`src/rtl/alu_multiword_seq_pkg.sv`:
```
// Shared types for the multi-precision ALU sequencer: slice opcodes, FSM states
// and the slice-index width helper.
package alu_pkg;

  typedef enum logic [1:0] {
    ALU_AND  = 2'b00,
    ALU_OR   = 2'b01,
    ALU_ADD  = 2'b10,
    ALU_RSVD = 2'b11
  } alu_op_e;

  typedef enum logic [1:0] {
    IDLE = 2'b00,
    RUN  = 2'b01,
    DONE = 2'b10
  } seq_state_e;

  // Slice counter width; a single-slice build still needs a 1-bit counter.
  function automatic int idx_width(input int nslices);
    return (nslices > 1) ? $clog2(nslices) : 1;
  endfunction

endpackage

```
`src/rtl/alu_multiword_seq_if.sv`:
```
// Command/result handshake bundle of alu_multiword_seq.
// res_zero exists only when ALU_SEQ_ZERO_FLAG_EN is defined.
interface alu_multiword_seq_if #(
  parameter int WIDTH   = 8,
  parameter int NSLICES = 4
);
  import alu_pkg::*;

  localparam int FULL_W = WIDTH * NSLICES;

  logic              cmd_valid;
  logic              cmd_ready;
  alu_op_e           cmd_op;
  logic              cmd_cin;
  logic [FULL_W-1:0] cmd_a;
  logic [FULL_W-1:0] cmd_b;

  logic              res_valid;
  logic              res_ready;
  logic [FULL_W-1:0] res_data;
  logic              res_cout;
`ifdef ALU_SEQ_ZERO_FLAG_EN
  logic              res_zero;
`endif

`ifdef ALU_SEQ_ZERO_FLAG_EN
  modport master (
    output cmd_valid, cmd_op, cmd_cin, cmd_a, cmd_b, res_ready,
    input  cmd_ready, res_valid, res_data, res_cout, res_zero
  );
  modport slave (
    input  cmd_valid, cmd_op, cmd_cin, cmd_a, cmd_b, res_ready,
    output cmd_ready, res_valid, res_data, res_cout, res_zero
  );
`else
  modport master (
    output cmd_valid, cmd_op, cmd_cin, cmd_a, cmd_b, res_ready,
    input  cmd_ready, res_valid, res_data, res_cout
  );
  modport slave (
    input  cmd_valid, cmd_op, cmd_cin, cmd_a, cmd_b, res_ready,
    output cmd_ready, res_valid, res_data, res_cout
  );
`endif

endinterface

```
`src/rtl/alu_multiword_seq.sv`:
```
// Multi-precision sequencer for an external combinational WIDTH-bit ALU slice:
// one slice per cycle, LSB first, ADD carry chained. Optional ALU_SEQ_ZERO_FLAG_EN adds res_zero.
module alu_multiword_seq
  import alu_pkg::*;
#(
  parameter int WIDTH   = 8,
  parameter int NSLICES = 4
) (
  input  logic             clk,
  input  logic             rst_n,
  alu_multiword_seq_if.slave bus,
  output logic [WIDTH-1:0] alu_a,
  output logic [WIDTH-1:0] alu_b,
  output logic             alu_cin,
  output logic [1:0]       alu_op,
  input  logic [WIDTH-1:0] alu_result,
  input  logic             alu_cout
);

  localparam int                FULL_W   = WIDTH * NSLICES;
  localparam int                IDX_W    = idx_width(NSLICES);
  localparam logic [IDX_W-1:0]  LAST_IDX = IDX_W'(NSLICES - 1);

  seq_state_e        state_q, state_d;
  logic [IDX_W-1:0]  idx_q;
  alu_op_e           op_q;
  logic              cin_q;
  logic [FULL_W-1:0] a_q;
  logic [FULL_W-1:0] b_q;
  logic              carry_q;
  logic [FULL_W-1:0] res_data_q;
  logic [FULL_W-1:0] res_data_next;
  logic              res_cout_q;
  logic              accept;
  logic              last_slice;
  int                sel;

  assign sel        = int'(idx_q) * WIDTH;
  assign last_slice = (idx_q == LAST_IDX);

  // NOTE: sequential state uses non-blocking (<=) so every flop samples pre-edge values;
  // blocking here would make the result depend on process evaluation order.
  always_ff @(posedge clk or negedge rst_n) begin
    if (!rst_n) state_q <= IDLE;
    else        state_q <= state_d;
  end

  // NOTE: every output of this block gets a default before the case, so no path
  // leaves a signal unassigned and no latch is inferred.
  always_comb begin
    state_d       = state_q;
    accept        = 1'b0;
    bus.cmd_ready = 1'b0;
    bus.res_valid = 1'b0;
    alu_a         = '0;
    alu_b         = '0;
    alu_cin       = 1'b0;
    alu_op        = 2'b00;

    unique case (state_q)
      IDLE: begin
        // Gated by rst_n so ready stays low for the whole reset window.
        bus.cmd_ready = rst_n;
        if (bus.cmd_valid && rst_n) begin
          accept  = 1'b1;
          state_d = RUN;
        end
      end

      RUN: begin
        alu_a  = a_q[sel +: WIDTH];
        alu_b  = b_q[sel +: WIDTH];
        alu_op = op_q;
        if (op_q == ALU_ADD) alu_cin = (idx_q == '0) ? cin_q : carry_q;
        if (last_slice) state_d = DONE;
      end

      DONE: begin
        bus.res_valid = 1'b1;
        if (bus.res_ready) state_d = IDLE;
      end

      default: state_d = IDLE;
    endcase
  end

  // Current result with the slice under processing replaced by the ALU output.
  always_comb begin
    res_data_next             = res_data_q;
    res_data_next[sel +: WIDTH] = alu_result;
  end

`ifdef ALU_SEQ_ZERO_FLAG_EN
  logic res_zero_q;
`endif

  always_ff @(posedge clk or negedge rst_n) begin
    if (!rst_n) begin
      idx_q      <= '0;
      op_q       <= ALU_AND;
      cin_q      <= 1'b0;
      a_q        <= '0;
      b_q        <= '0;
      carry_q    <= 1'b0;
      res_data_q <= '0;
      res_cout_q <= 1'b0;
`ifdef ALU_SEQ_ZERO_FLAG_EN
      res_zero_q <= 1'b0;
`endif
    end else if (accept) begin
      // Result is cleared on accept so no slice of the previous command survives.
      idx_q      <= '0;
      op_q       <= bus.cmd_op;
      cin_q      <= bus.cmd_cin;
      a_q        <= bus.cmd_a;
      b_q        <= bus.cmd_b;
      carry_q    <= 1'b0;
      res_data_q <= '0;
      res_cout_q <= 1'b0;
`ifdef ALU_SEQ_ZERO_FLAG_EN
      res_zero_q <= 1'b0;
`endif
    end else if (state_q == RUN) begin
      res_data_q <= res_data_next;
      carry_q    <= (op_q == ALU_ADD) ? alu_cout : 1'b0;
      if (last_slice) begin
        res_cout_q <= (op_q == ALU_ADD) ? alu_cout : 1'b0;
`ifdef ALU_SEQ_ZERO_FLAG_EN
        res_zero_q <= (res_data_next == '0);
`endif
      end else begin
        idx_q <= idx_q + 1'b1;
      end
    end
  end

  assign bus.res_data = res_data_q;
  assign bus.res_cout = res_cout_q;
`ifdef ALU_SEQ_ZERO_FLAG_EN
  assign bus.res_zero = res_zero_q;
`endif

endmodule
```
`src/flat_wrapper.sv`:
```
// flat-port wrapper written by rule: the top's interface ports become plain ports
module alu_multiword_seq_flat import alu_pkg::*;
#(
  parameter int WIDTH   = 8,
  parameter int NSLICES = 4
)
  (clk, rst_n, alu_a, alu_b, alu_cin, alu_op, alu_result, alu_cout, bus_cmd_valid, bus_cmd_op, bus_cmd_cin, bus_cmd_a, bus_cmd_b, bus_res_ready, bus_cmd_ready, bus_res_valid, bus_res_data, bus_res_cout);
  alu_multiword_seq_if #(.WIDTH(WIDTH), .NSLICES(NSLICES)) bus_i ();
  input  logic clk;
  input  logic rst_n;
  output logic [WIDTH-1:0] alu_a;
  output logic [WIDTH-1:0] alu_b;
  output logic alu_cin;
  output logic [1:0] alu_op;
  input  logic [WIDTH-1:0] alu_result;
  input  logic alu_cout;
  input wire logic [$bits(bus_i.cmd_valid)-1:0] bus_cmd_valid;
  input wire logic [$bits(bus_i.cmd_op)-1:0] bus_cmd_op;
  input wire logic [$bits(bus_i.cmd_cin)-1:0] bus_cmd_cin;
  input wire logic [$bits(bus_i.cmd_a)-1:0] bus_cmd_a;
  input wire logic [$bits(bus_i.cmd_b)-1:0] bus_cmd_b;
  input wire logic [$bits(bus_i.res_ready)-1:0] bus_res_ready;
  output wire logic [$bits(bus_i.cmd_ready)-1:0] bus_cmd_ready;
  output wire logic [$bits(bus_i.res_valid)-1:0] bus_res_valid;
  output wire logic [$bits(bus_i.res_data)-1:0] bus_res_data;
  output wire logic [$bits(bus_i.res_cout)-1:0] bus_res_cout;
  assign bus_i.cmd_valid = bus_cmd_valid;
  assign bus_i.cmd_op = bus_cmd_op;
  assign bus_i.cmd_cin = bus_cmd_cin;
  assign bus_i.cmd_a = bus_cmd_a;
  assign bus_i.cmd_b = bus_cmd_b;
  assign bus_i.res_ready = bus_res_ready;
  assign bus_cmd_ready = bus_i.cmd_ready;
  assign bus_res_valid = bus_i.res_valid;
  assign bus_res_data = bus_i.res_data;
  assign bus_res_cout = bus_i.res_cout;
  alu_multiword_seq #(.WIDTH(WIDTH), .NSLICES(NSLICES)) u_core (.clk(clk), .rst_n(rst_n), .bus(bus_i), .alu_a(alu_a), .alu_b(alu_b), .alu_cin(alu_cin), .alu_op(alu_op), .alu_result(alu_result), .alu_cout(alu_cout));
endmodule
```
`config.mk`:
```
export PLATFORM = sky130hd
export DESIGN_NAME = alu_multiword_seq_flat
export DESIGN_NICKNAME = d
export VERILOG_FILES = /design/src/rtl/alu_multiword_seq_pkg.sv /design/src/rtl/alu_multiword_seq_if.sv /design/src/rtl/alu_multiword_seq.sv /design/src/flat_wrapper.sv
export SDC_FILE = /design/constraint.sdc
export NUM_CORES = 1
export LEC_CHECK = 0
export ABC_CLOCK_PERIOD_IN_PS = 2700
export BUFFER_PORTS_ARGS = -buffer_cell sky130_fd_sc_hd__buf_2
export CAP_MARGIN = 20
export CORE_ASPECT_RATIO = 0.7
export CORE_MARGIN = 2
export CORE_UTILIZATION = 40
export CTS_CLUSTER_DIAMETER = 50
export DETAILED_ROUTE_END_ITERATION = 10
export GPL_TIMING_DRIVEN = 0
export PLACE_DENSITY_LB_ADDON = 0.05
export SLEW_MARGIN = 5
export SYNTH_ARGS = -nofsm -noshare
export SYNTH_HDL_FRONTEND = slang
export SYNTH_SLANG_ARGS = --single-unit
```
`constraint.sdc`:
```
create_clock -name clk -period 2.7 [get_ports clk]
set_clock_uncertainty 0.15 [all_clocks]
set_input_delay 0.27 -clock clk [delete_from_list [all_inputs] [get_ports clk]]
set_output_delay 0.27 -clock clk [all_outputs]
set_load 0.01 [all_outputs]
```
==> results of run 1 <==
-- critical path, delay by kind of cell, from the launching register on --
family | cells | cell delay, ns
fa+ha+maj | 1 | 0.39
mux | 1 | 0.15
simple gates | 1 | 0.18
flops | 1 | 0.43
buf+inv | 3 | 0.55
-- layer usage --
layer | GRT usage, % | up-vias | routed length [um]
li1 | - | 1470 | -
met5 | 0 | - | 0
met1 | 25.4 | 1626 | 5340
met2 | 28.7 | 91 | 5050
met3 | 5.95 | 11 | 735
met4 | 4.91 | 0 | 120
-- layout make-up --
class	instances	area [um2]
fillers	1022	5280
clock buffers	9	225
clock inverters	7	77.6
multi-input cells	173	2030
well taps	157	196
inverters	3	11.3
repair buffers	178	1140
flip-flops and latches	105	2630
plain buffers	12	96.3
-- cell usage after synthesis --
cell type                  instances  area [um2]
sky130_fd_sc_hd__a21oi_1           3        15.0
sky130_fd_sc_hd__a21oi_2           1        8.76
sky130_fd_sc_hd__a21oi_4           3        48.8
sky130_fd_sc_hd__a22o_1           32         280
sky130_fd_sc_hd__and2_1           18         113
sky130_fd_sc_hd__and2b_4           1        10.0
sky130_fd_sc_hd__and3b_1           1        8.76
sky130_fd_sc_hd__and4bb_4          1        16.3
sky130_fd_sc_hd__buf_1             1        3.75
sky130_fd_sc_hd__buf_2             6        30.0
sky130_fd_sc_hd__buf_4             1        7.51
sky130_fd_sc_hd__buf_6             5        56.3
sky130_fd_sc_hd__clkbuf_1          1        3.75
sky130_fd_sc_hd__dfrtp_1         105        2630
sky130_fd_sc_hd__ha_1              6        75.1
sky130_fd_sc_hd__inv_1             2        7.51
sky130_fd_sc_hd__inv_2             1        3.75
sky130_fd_sc_hd__mux2_2           32         360
sky130_fd_sc_hd__mux2_4           35         526
sky130_fd_sc_hd__mux2i_1           1        10.0
sky130_fd_sc_hd__mux4_2           16         360
sky130_fd_sc_hd__nand2_1           6        22.5
sky130_fd_sc_hd__nand2b_1          2        12.5
sky130_fd_sc_hd__nand2b_4          1        13.8
sky130_fd_sc_hd__nand3_1           1        5.00
sky130_fd_sc_hd__nand3b_1          1        7.51
sky130_fd_sc_hd__nor2_1            1        3.75
sky130_fd_sc_hd__nor3b_1           3        22.5
sky130_fd_sc_hd__nor4_4            3        63.8
sky130_fd_sc_hd__nor4b_4           1        23.8
sky130_fd_sc_hd__o21ai_0           2        10.0
sky130_fd_sc_hd__or2_2             1        6.26
sky130_fd_sc_hd__xnor2_1           1        8.76
-- where the power goes --
part / internal, W / switching, W
combinational: 0.00168 / 0.00128
clock: 0.000727 / 0.000597
sequential: 0.00226 / 0.000405
-- logic make-up (layout without fill, tap and decap cells) --
group	after synthesis	count (layout)
simple gates	41	41
flops	105	105
mux	84	84
xor+xnor	1	1
buf+inv	17	209
fa+ha+maj	6	6
compound gates	41	41
-- registers in the layout, indices dropped and copies added, names as in the netlist --
signal	cells
u_core.cin_q	1
u_core.b_q	32
u_core.bus.res_data	32
u_core.carry_q	1
u_core.a_q	32
u_core.bus.res_cout	1
u_core.state_q	2
u_core.op_q	2
u_core.idx_q	2
-- worst max path at each step --
stage                                          to  cells after the start
after floorplan           u_core.bus.res_data[24]                      7
final                                     alu_cin                      6
after detailed placement  u_core.bus.res_data[25]                      7
after global placement              u_core.a_q[0]                      5
after global routing                      alu_cin                      6
after CTS                                alu_a[5]                      5
-- metrics by stage --
step,setup TNS [ns],setup slack [ns]
4_1_cts,0,0.0218
2_1_floorplan,0,0.468
3_3_place_gp,-92.19,-0.971
5_1_grt,0,0.0877
6_report,0,0.227
3_5_place_dp,-8.55,-0.316
-- what timing repair did --
action | in CTS | in global routing
endpoints found under the setup margin | 41 | 10
hold buffers | 42 | 2
hold endpoints to repair | 146 | 2
gates resized for setup | 1 | 0
==> flow_metrics.py, run 1 <==
metrics = {
    "run_status": {
        "status": "completed",
    },
    "cts": {
        "postCtsSetupBuffers": 0,
        "numClockSinks": 105,
        "cts_max_path_buffers": 2,
        "cts_tree": "built",
        "cell_at_the_root_of_the_clock_tree": "sky130_fd_sc_hd__clkbuf_16",
        "cts.htree.levels": 3,
        "clkSlewWorstSetupHoldPaths_ns": 0.07,
        "cts_made_buffers": 9,
        "worstSkewPairLatency_ns": 0.34,
    },
    "synth": {
        "synth_compound_area_share_pct": 7.60,
        "main_combinational_cell_family_by_area_after_synthesis": "multiplexers",
        "yosysSeqAreaShare_pct": 55.1,
        "synthesis.instances": 295,
        "synth.cell_area_mm2": 0.00477,
        "post_synth_mux_area_share_pct": 26.3,
        "post_synth_and_or_nand_nor_area_fraction_pct": 6.90,
        "synth.yosys.warnings": 0,
        "synth-xor-area-share_pct": 0.184,
        "mappedNetlistNets": 381,
        "synth-seq-cells": 105,
        "yosys.area_share.adder_pct": 1.57,
        "synth.distinct_cells": 33,
        "avgSynthCellArea_um2": 16.2,
    },
    "placement": {
        "numPlacedInstances": 586,
        "post_dp_area_mm2": 0.00567,
        "portBuffers": 133,
        "detailed_place_hpwl_um": 7620,
        "place.gp.congestion": 0.709,
    },
    "timing": {
        "max_freq_mhz": 404,
        "timing_worst_slew_pin_value_ns": 0.606,
        "rsz_0062_raised_after_global_routing": "no",
        "final-max-slew-violation-count": 0,
        "final.period_utilization_pct": 91.6,
        "layout_min_cycle_time_ns": 2.47,
        "timing.max_slew.rel_slack_pct": 59.3,
        "finalHoldViolations": 0,
        "holdWs_ns": 0.00942,
        "final-setup-viol-count": 0,
    },
    "finish": {
        "mostFrequentLayoutCell": "sky130_fd_sc_hd__buf_2",
        "layout-area-overhead-vs-synth_pct": 34.2,
        "antenna_cells_inserted": 0,
        "layout.cells.non_filler": 644,
        "final_cell_mix": "sky130_fd_sc_hd__buf_2, sky130_fd_sc_hd__dfrtp_1, sky130_fd_sc_hd__dlygate4sd3_1, sky130_fd_sc_hd__mux2_4",
        "ratio_of_cells_with_drive_above_1_in_the_final_layout_pct": 53.0,
        "finish.net_count": 568,
        "end_of_flow_core_utilization_pct": 54.8,
        "final_design_area_no_fill_mm2": 0.00641,
    },
    "route": {
        "detailedRoute.firstPassIterationCount": 4,
        "antenna_left": 0,
        "detailedRoute.firstIterationViolations": 113,
        "wl_per_cell_um": 17.5,
        "routed_wl_um": 11200,
        "routed_via_density": 4.97,
        "final_routed_drc_violation_total": 0,
        "vias": 3198,
    },
    "worst_setup_path": {
        "max_stage_delay_on_crit_path_ns": 0.43,
        "crit_path_max_fanout": 10,
        "worst_r2r_endpoint": "u_core.bus.res_data[25]",
        "worst_ep_arrival_time_ns": 2.05,
        "worstPathRequired_ns": 2.28,
        "criticalPathCategory": "reg -> out",
        "rrSetupSlack_ns": 0.33,
        "critical_path.cell_chain": "buf_4 -> inv_2 -> ha_1 -> mux2i_1 -> nor3b_1 -> buf_2",
        "critical_path.reg2reg.startpoint": "u_core.idx_q[0]",
        "rr_worst_depth": 6,
        "critPathLaunch": "u_core.idx_q[0]",
        "worst_path_max_delay_cell": "sky130_fd_sc_hd__dfrtp_1",
        "critical_path.endpoint_type": "output pin",
        "cp-start-kind": "flip-flop",
    },
    "job": {
        "max-cap-violations": 0,
    },
    "min_path": {
        "worstHoldPathType": "in -> reg",
        "hold_end": "u_core.a_q[22]",
        "hold_depth": 2,
        "startpoint_of_the_worst_hold_path": "bus_cmd_a[22]",
    },
    "grt": {
        "first_global_vias": 3270,
        "grt_use_total_pct": 18.6,
        "grt_remaining_overflow": 0,
        "grt_pass1_wl_um": 17700,
        "grt_antenna_before_repair": 0,
        "largest_net_degree_at_the_start_of_global_routing": 90,
    },
    "floorplanning": {
        "io_pins": 134,
        "die_x_um": 135,
        "core_region_area_mm2": 0.0117,
        "die_height_um": 95.4,
        "placement_rows": 33,
        "floorplan.initialDensity_pct": 40.8,
        "die_area_mm2": 0.0128,
    },
    "pwr": {
        "power_density_mw_per_mm2": 1080,
        "peakVddDrop_mv": 0.472,
        "power_w": 0.00695,
        "leakage_nw": 3.09,
    },
}
No activity file was read; power rests on OpenSTA's default activity.
==> run 2: changes to the inputs <==
RECOVER_POWER = 25   (was default)
SKIP_CTS_REPAIR_TIMING = 1   (was default)
==> run 2 against run 1 <==
  * The run now ends with negative hold slack left
  * Fmax is 1.1% lower
  * Worst setup slack got worse by 0.027 ns
  * Combinational power hardly changed
  * First-iteration DRC count is 2.7% lower
  * Non-clock buffer count decreased by 18
  * Via count decreased by 2.1%
  * Cell area shrank 2.8%
  * Critical endpoint unchanged
  * Largest power group unchanged
==> flow_metrics.py, run 2 (synthesis results as in run 1) <==
metrics = {
    "grt": {
        "grt_use_met1_pct": 24.9,
        "grt_antenna_before_repair": 0,
        "grt_remaining_overflow": 0,
        "globalRouteMet3Util_pct": 6.49,
        "first_global_vias": 3132,
        "top_usage_layer": "met2",
        "met2_usage_pct": 27.3,
        "largest_net_degree_at_the_start_of_global_routing": 90,
        "grt_use_total_pct": 18.1,
        "grt_pass1_wl_um": 17200,
    },
    "cts": {
        "cell_at_the_root_of_the_clock_tree": "sky130_fd_sc_hd__clkbuf_16",
        "clkSlewWorstSetupHoldPaths_ns": 0.08,
        "cts_tree": "built",
        "cts.htree.levels": 3,
        "worstSkewPairLatency_ns": 0.35,
        "cts_made_buffers": 9,
        "numClockSinks": 105,
        "cts_max_path_buffers": 2,
    },
    "min_path": {
        "worstHoldPathType": "in -> reg",
    },
    "finish": {
        "layout-area-overhead-vs-synth_pct": 30.5,
        "antenna_cells_inserted": 0,
        "ratio_of_cells_with_drive_above_1_in_the_final_layout_pct": 55.0,
        "final_cell_mix": "sky130_fd_sc_hd__buf_2, sky130_fd_sc_hd__dfrtp_1, sky130_fd_sc_hd__mux2_4, sky130_fd_sc_hd__a22o_1, sky130_fd_sc_hd__mux2_2",
        "finish.net_count": 550,
        "mostFrequentLayoutCell": "sky130_fd_sc_hd__buf_2",
    },
    "timing": {
        "timing.max_slew.rel_slack_pct": 59.5,
        "layout_min_cycle_time_ns": 2.50,
        "finalHoldViolations": 1,
        "max_freq_mhz": 400,
        "final.period_utilization_pct": 92.6,
        "holdWs_ns": -0.000958,
        "timing_worst_slew_pin_value_ns": 0.603,
        "rsz_0062_raised_after_global_routing": "no",
        "post-route-worst-setup-slack_ns": 0.200,
        "final-max-slew-violation-count": 0,
        "final.setup.tns_ns": 0,
        "final-setup-viol-count": 0,
    },
    "floorplanning": {
        "core_region_area_mm2": 0.0117,
        "die_height_um": 95.4,
        "die_area_mm2": 0.0128,
        "die_x_um": 135,
        "io_pins": 134,
        "floorplan.initialDensity_pct": 40.8,
        "placement_rows": 33,
    },
    "run_status": {
        "failed_checks": "negative hold slack",
        "status": "complete, but fails checks",
    },
    "pwr": {
        "power_w": 0.00693,
        "leakage_nw": 3.01,
        "peakVddDrop_mv": 0.473,
        "power_density_mw_per_mm2": 1110,
    },
    "route": {
        "routed_wl_um": 11100,
        "wl_per_cell_um": 17.7,
        "detailedRoute.firstIterationViolations": 110,
        "antenna_left": 0,
        "detailedRoute.firstPassIterationCount": 4,
        "final_routed_drc_violation_total": 0,
        "routed_via_density": 5.00,
        "vias": 3130,
    },
    "worst_setup_path": {
        "cp-start-kind": "flip-flop",
        "worstPathRequired_ns": 2.28,
        "criticalPathCategory": "reg -> out",
        "crit_path_max_fanout": 18,
        "worst_ep_arrival_time_ns": 2.08,
        "critical_path.endpoint_type": "output pin",
    },
    "placement": {
        "worst_setup_slack_before_clock_tree_synthesis_ns": -0.316,
        "detailed_place_hpwl_um": 7620,
        "place.gp.congestion": 0.709,
        "portBuffers": 133,
    },
    "job": {
        "max-cap-violations": 0,
    },
}
[run 2: cell types whose count changed in the layout (fill, tap and decap cells not counted), sizes merged]
cell	before	now
dlygate4sd3	44	26
buf	146	145
clkbuf	9	10
[run 2: cell type report]
type | count | area (um2)
clock inverter | 7 | 77.6
buffer | 12 | 96.3
clock buffer | 9 | 225
timing repair buffer | 160 | 960
multi-input combinational | 173 | 2030
inverter | 3 | 11.3
sequential | 105 | 2630
fill | 1046 | 5460
tap | 157 | 196
[run 2: path summary, 6_finish.rpt]
kind / from / depth (start not counted) / slack (ns) / to
worst max-delay path: u_core.idx_q[1] / 6 / 0.20 / alu_cin
worst min-delay path: bus_cmd_b[30] / 2 / -0.001 / u_core.b_q[30]
worst max register to register: u_core.idx_q[1] / 6 / 0.31 / u_core.bus.res_data[25]
worst min register to register: u_core.bus.res_data[14] / 1 / 0.34 / u_core.bus.res_data[14]
max in group asynchronous: rst_n / 3 / 1.54 / u_core.bus.res_data[5]
min in group asynchronous: rst_n / 2 / 0.18 / u_core.a_q[22]
[run 2: layer usage]
metal | share of wire (%) | wire (um)
met5 | 0 | 0
met4 | 1.0 | 111
met3 | 7.1 | 790
met2 | 45 | 5000
met1 | 47 | 5200
[run 2: per-stage QoR]
stage / std cells / util (%) / instance area, um2
floorplan: 295 / - / 4770
global placement: 585 / 48.2 / 5630
detailed placement: 586 / 48.5 / 5670
CTS: 602 / 51.1 / 5970
global route: 626 / 53.3 / 6230
finish: 626 / 53.3 / 6230
[run 2: critical path: stages, from the launching register on]
cell,delay (ns)
sky130_fd_sc_hd__dfrtp_1,0.42
sky130_fd_sc_hd__clkbuf_4,0.29
sky130_fd_sc_hd__inv_1,0.16
sky130_fd_sc_hd__ha_1,0.38
sky130_fd_sc_hd__mux2i_1,0.15
sky130_fd_sc_hd__nor3b_1,0.18
sky130_fd_sc_hd__buf_2,0.16
[run 2: report_power, final]
| group | switching [W] | total (W) | leakage (nW) | internal (W) |
|---|---|---|---|---|
| logic | 0.00128 | 0.00294 | 1.55 | 0.00166 |
| registers | 0.000405 | 0.00266 | 1.31 | 0.00226 |
| clock network | 0.000602 | 0.00133 | 0.146 | 0.000728 |
==> run 3: changes to the inputs <==
CELL_PAD_IN_SITES_DETAIL_PLACEMENT = 1   (was default)
CELL_PAD_IN_SITES_GLOBAL_PLACEMENT = 1   (was default)
==> run 3 against run 2 <==
  * The run now ends clean
  * First-iteration DRC count is 2.7% higher
  * Combinational power hardly changed
  * Flip-flop and latch count is the same
  * Global-route usage up 0.54 points
  * Utilization down 0.70 points
  * Die area is the same
  * Via count fell by 2.2%
  * Fmax is 1.1% lower
  * Cell area is 1.3% lower
  * Worst hold slack better by 0.0090 ns
==> flow_metrics.py, run 3 (synthesis results as in run 1) <==
metrics = {
    "worst_setup_path": {
        "criticalPathCategory": "in -> reg",
        "critical_path.endpoint_type": "flip-flop",
        "cp-start-kind": "input port",
        "rr_worst_depth": 7,
        "cp.depth": 7,
        "crit_top_cell": "sky130_fd_sc_hd__buf_6",
        "max_stage_delay_on_crit_path_ns": 0.54,
        "critical_path.cell_chain": "dlygate4sd3_1 -> buf_6 -> buf_16 -> and4bb_4 -> buf_6 -> buf_6 -> mux2_4",
        "worstPathRequired_ns": 2.78,
        "worst_ep_arrival_time_ns": 2.60,
        "critical_path_buf_inv_count": 5,
        "worst_path_max_delay_cell": "sky130_fd_sc_hd__dlygate4sd3_1",
        "worst_path_dominant_cell_family": "buffers and inverters",
        "crit_path_max_fanout": 60,
    },
    "cts": {
        "cts_tree": "built",
        "cts_max_path_buffers": 2,
        "cts_made_buffers": 9,
        "clkSlewWorstSetupHoldPaths_ns": 0.07,
        "cts.htree.levels": 3,
        "numClockSinks": 105,
        "worstSkewPairLatency_ns": 0.34,
        "cell_at_the_root_of_the_clock_tree": "sky130_fd_sc_hd__clkbuf_16",
    },
    "timing": {
        "layout_min_cycle_time_ns": 2.53,
        "timing_worst_slew_pin_value_ns": 0.597,
        "timing.max_slew.rel_slack_pct": 60.0,
        "max_freq_mhz": 396,
        "final-max-slew-violation-count": 0,
        "final.period_utilization_pct": 93.6,
        "rsz_0062_raised_after_global_routing": "no",
        "holdWs_ns": 0.00803,
        "finalHoldViolations": 0,
        "final.setup.tns_ns": 0,
        "final-setup-viol-count": 0,
    },
    "grt": {
        "grt_remaining_overflow": 0,
        "grt_pass1_wl_um": 17900,
        "grt_use_total_pct": 18.7,
        "first_global_vias": 3267,
        "largest_net_degree_at_the_start_of_global_routing": 61,
        "grt_antenna_before_repair": 0,
    },
    "placement": {
        "detailed_place_hpwl_um": 8010,
        "post_dp_area_mm2": 0.00567,
        "portBuffers": 133,
        "place.gp.congestion": 0.752,
    },
    "floorplanning": {
        "placement_rows": 33,
        "die_height_um": 95.4,
        "floorplan.initialDensity_pct": 40.8,
        "io_pins": 134,
        "die_x_um": 135,
        "core_region_area_mm2": 0.0117,
        "die_area_mm2": 0.0128,
    },
    "finish": {
        "mostFrequentLayoutCell": "sky130_fd_sc_hd__buf_2",
        "antenna_cells_inserted": 0,
        "final_design_area_no_fill_mm2": 0.00614,
        "end_of_flow_core_utilization_pct": 52.6,
        "final_cell_mix": "sky130_fd_sc_hd__buf_2, sky130_fd_sc_hd__dfrtp_1, sky130_fd_sc_hd__mux2_4, sky130_fd_sc_hd__a22o_1, sky130_fd_sc_hd__mux2_2",
        "finish.net_count": 541,
        "layout-area-overhead-vs-synth_pct": 28.8,
        "ratio_of_cells_with_drive_above_1_in_the_final_layout_pct": 56.5,
    },
    "route": {
        "detailedRoute.firstPassIterationCount": 4,
        "vias": 3061,
        "final_routed_drc_violation_total": 0,
        "routed_wl_um": 11300,
        "routed_via_density": 4.96,
        "antenna_left": 0,
        "detailedRoute.firstIterationViolations": 113,
        "wl_per_cell_um": 18.3,
    },
    "pwr": {
        "peakVddDrop_mv": 0.549,
        "power_density_mw_per_mm2": 1130,
        "leakage_nw": 2.98,
    },
    "min_path": {
        "worstHoldPathType": "in -> reg",
        "hold_depth": 2,
    },
    "run_status": {
        "status": "completed",
    },
    "job": {
        "max-cap-violations": 0,
    },
}
run 3: changes by cell type in the layout (fill, tap and decap cells not counted), sizes merged:
cell	previous run	this run
inv	5	3
dlygate4sd3	26	14
clkinv	3	1
clkbuf	10	12
buf	145	148
bufinv	1	2
clkinvlp	1	2
run 3: worst register-to-register path, stage by stage, from the launching register on:
cell                       delay (ns)
sky130_fd_sc_hd__dfrtp_1         0.40
sky130_fd_sc_hd__clkbuf_4        0.26
sky130_fd_sc_hd__buf_6           0.20
sky130_fd_sc_hd__inv_1           0.10
sky130_fd_sc_hd__ha_1            0.37
sky130_fd_sc_hd__nand2b_1        0.22
sky130_fd_sc_hd__nor4_4          0.43
sky130_fd_sc_hd__a22o_1          0.22
run 3: power breakdown:
part	switching (W)	internal (W)
logic	0.00127	0.00167
clock network	0.000563	0.000812
registers	0.000397	0.00226
total	0.00223	0.00474
run 3: through the flow:
| step | power (W) | cells | setup slack (ns) |
|---|---|---|---|
| global route | 0.00745 | 617 | 0.00391 |
| detailed placement | 0.00565 | 586 | -0.336 |
| global placement | 0.00555 | 585 | -0.958 |
| finish | 0.00697 | 617 | 0.172 |
| floorplan | 0.00472 | 295 | 0.468 |
| CTS | 0.00705 | 602 | -0.531 |
run 3: worst paths after layout:
check / start / endpoint / slack, ns
max in group asynchronous: rst_n / u_core.op_q[0] / 1.48
worst max-delay path: rst_n / u_core.a_q[7] / 0.17
worst min-delay path: bus_cmd_b[27] / u_core.b_q[27] / 0.008
worst max register to register: u_core.idx_q[1] / u_core.bus.res_data[29] / 0.30
min in group asynchronous: rst_n / u_core.b_q[3] / 0.28
worst min register to register: u_core.bus.res_data[6] / u_core.bus.res_data[6] / 0.35
run 3: final cells by class:
type | count | area, um2
buffer | 13 | 108
clock buffer | 11 | 233
clock inverter | 5 | 80.1
fill | 1192 | 5540
inverter | 3 | 11.3
multi-input combinational | 173 | 2030
sequential | 105 | 2630
tap | 157 | 196
timing repair buffer | 150 | 855
run 3: routing by layer:
| metal | track usage, % | part of all wire, % | vias up |
|---|---|---|---|
| li1 | - | - | 1411 |
| met1 | 25.9 | 46 | 1552 |
| met2 | 29.2 | 47 | 93 |
| met3 | 6.06 | 7.1 | 5 |
| met4 | 3.42 | 0.50 | 0 |
| met5 | 0 | 0 | - |
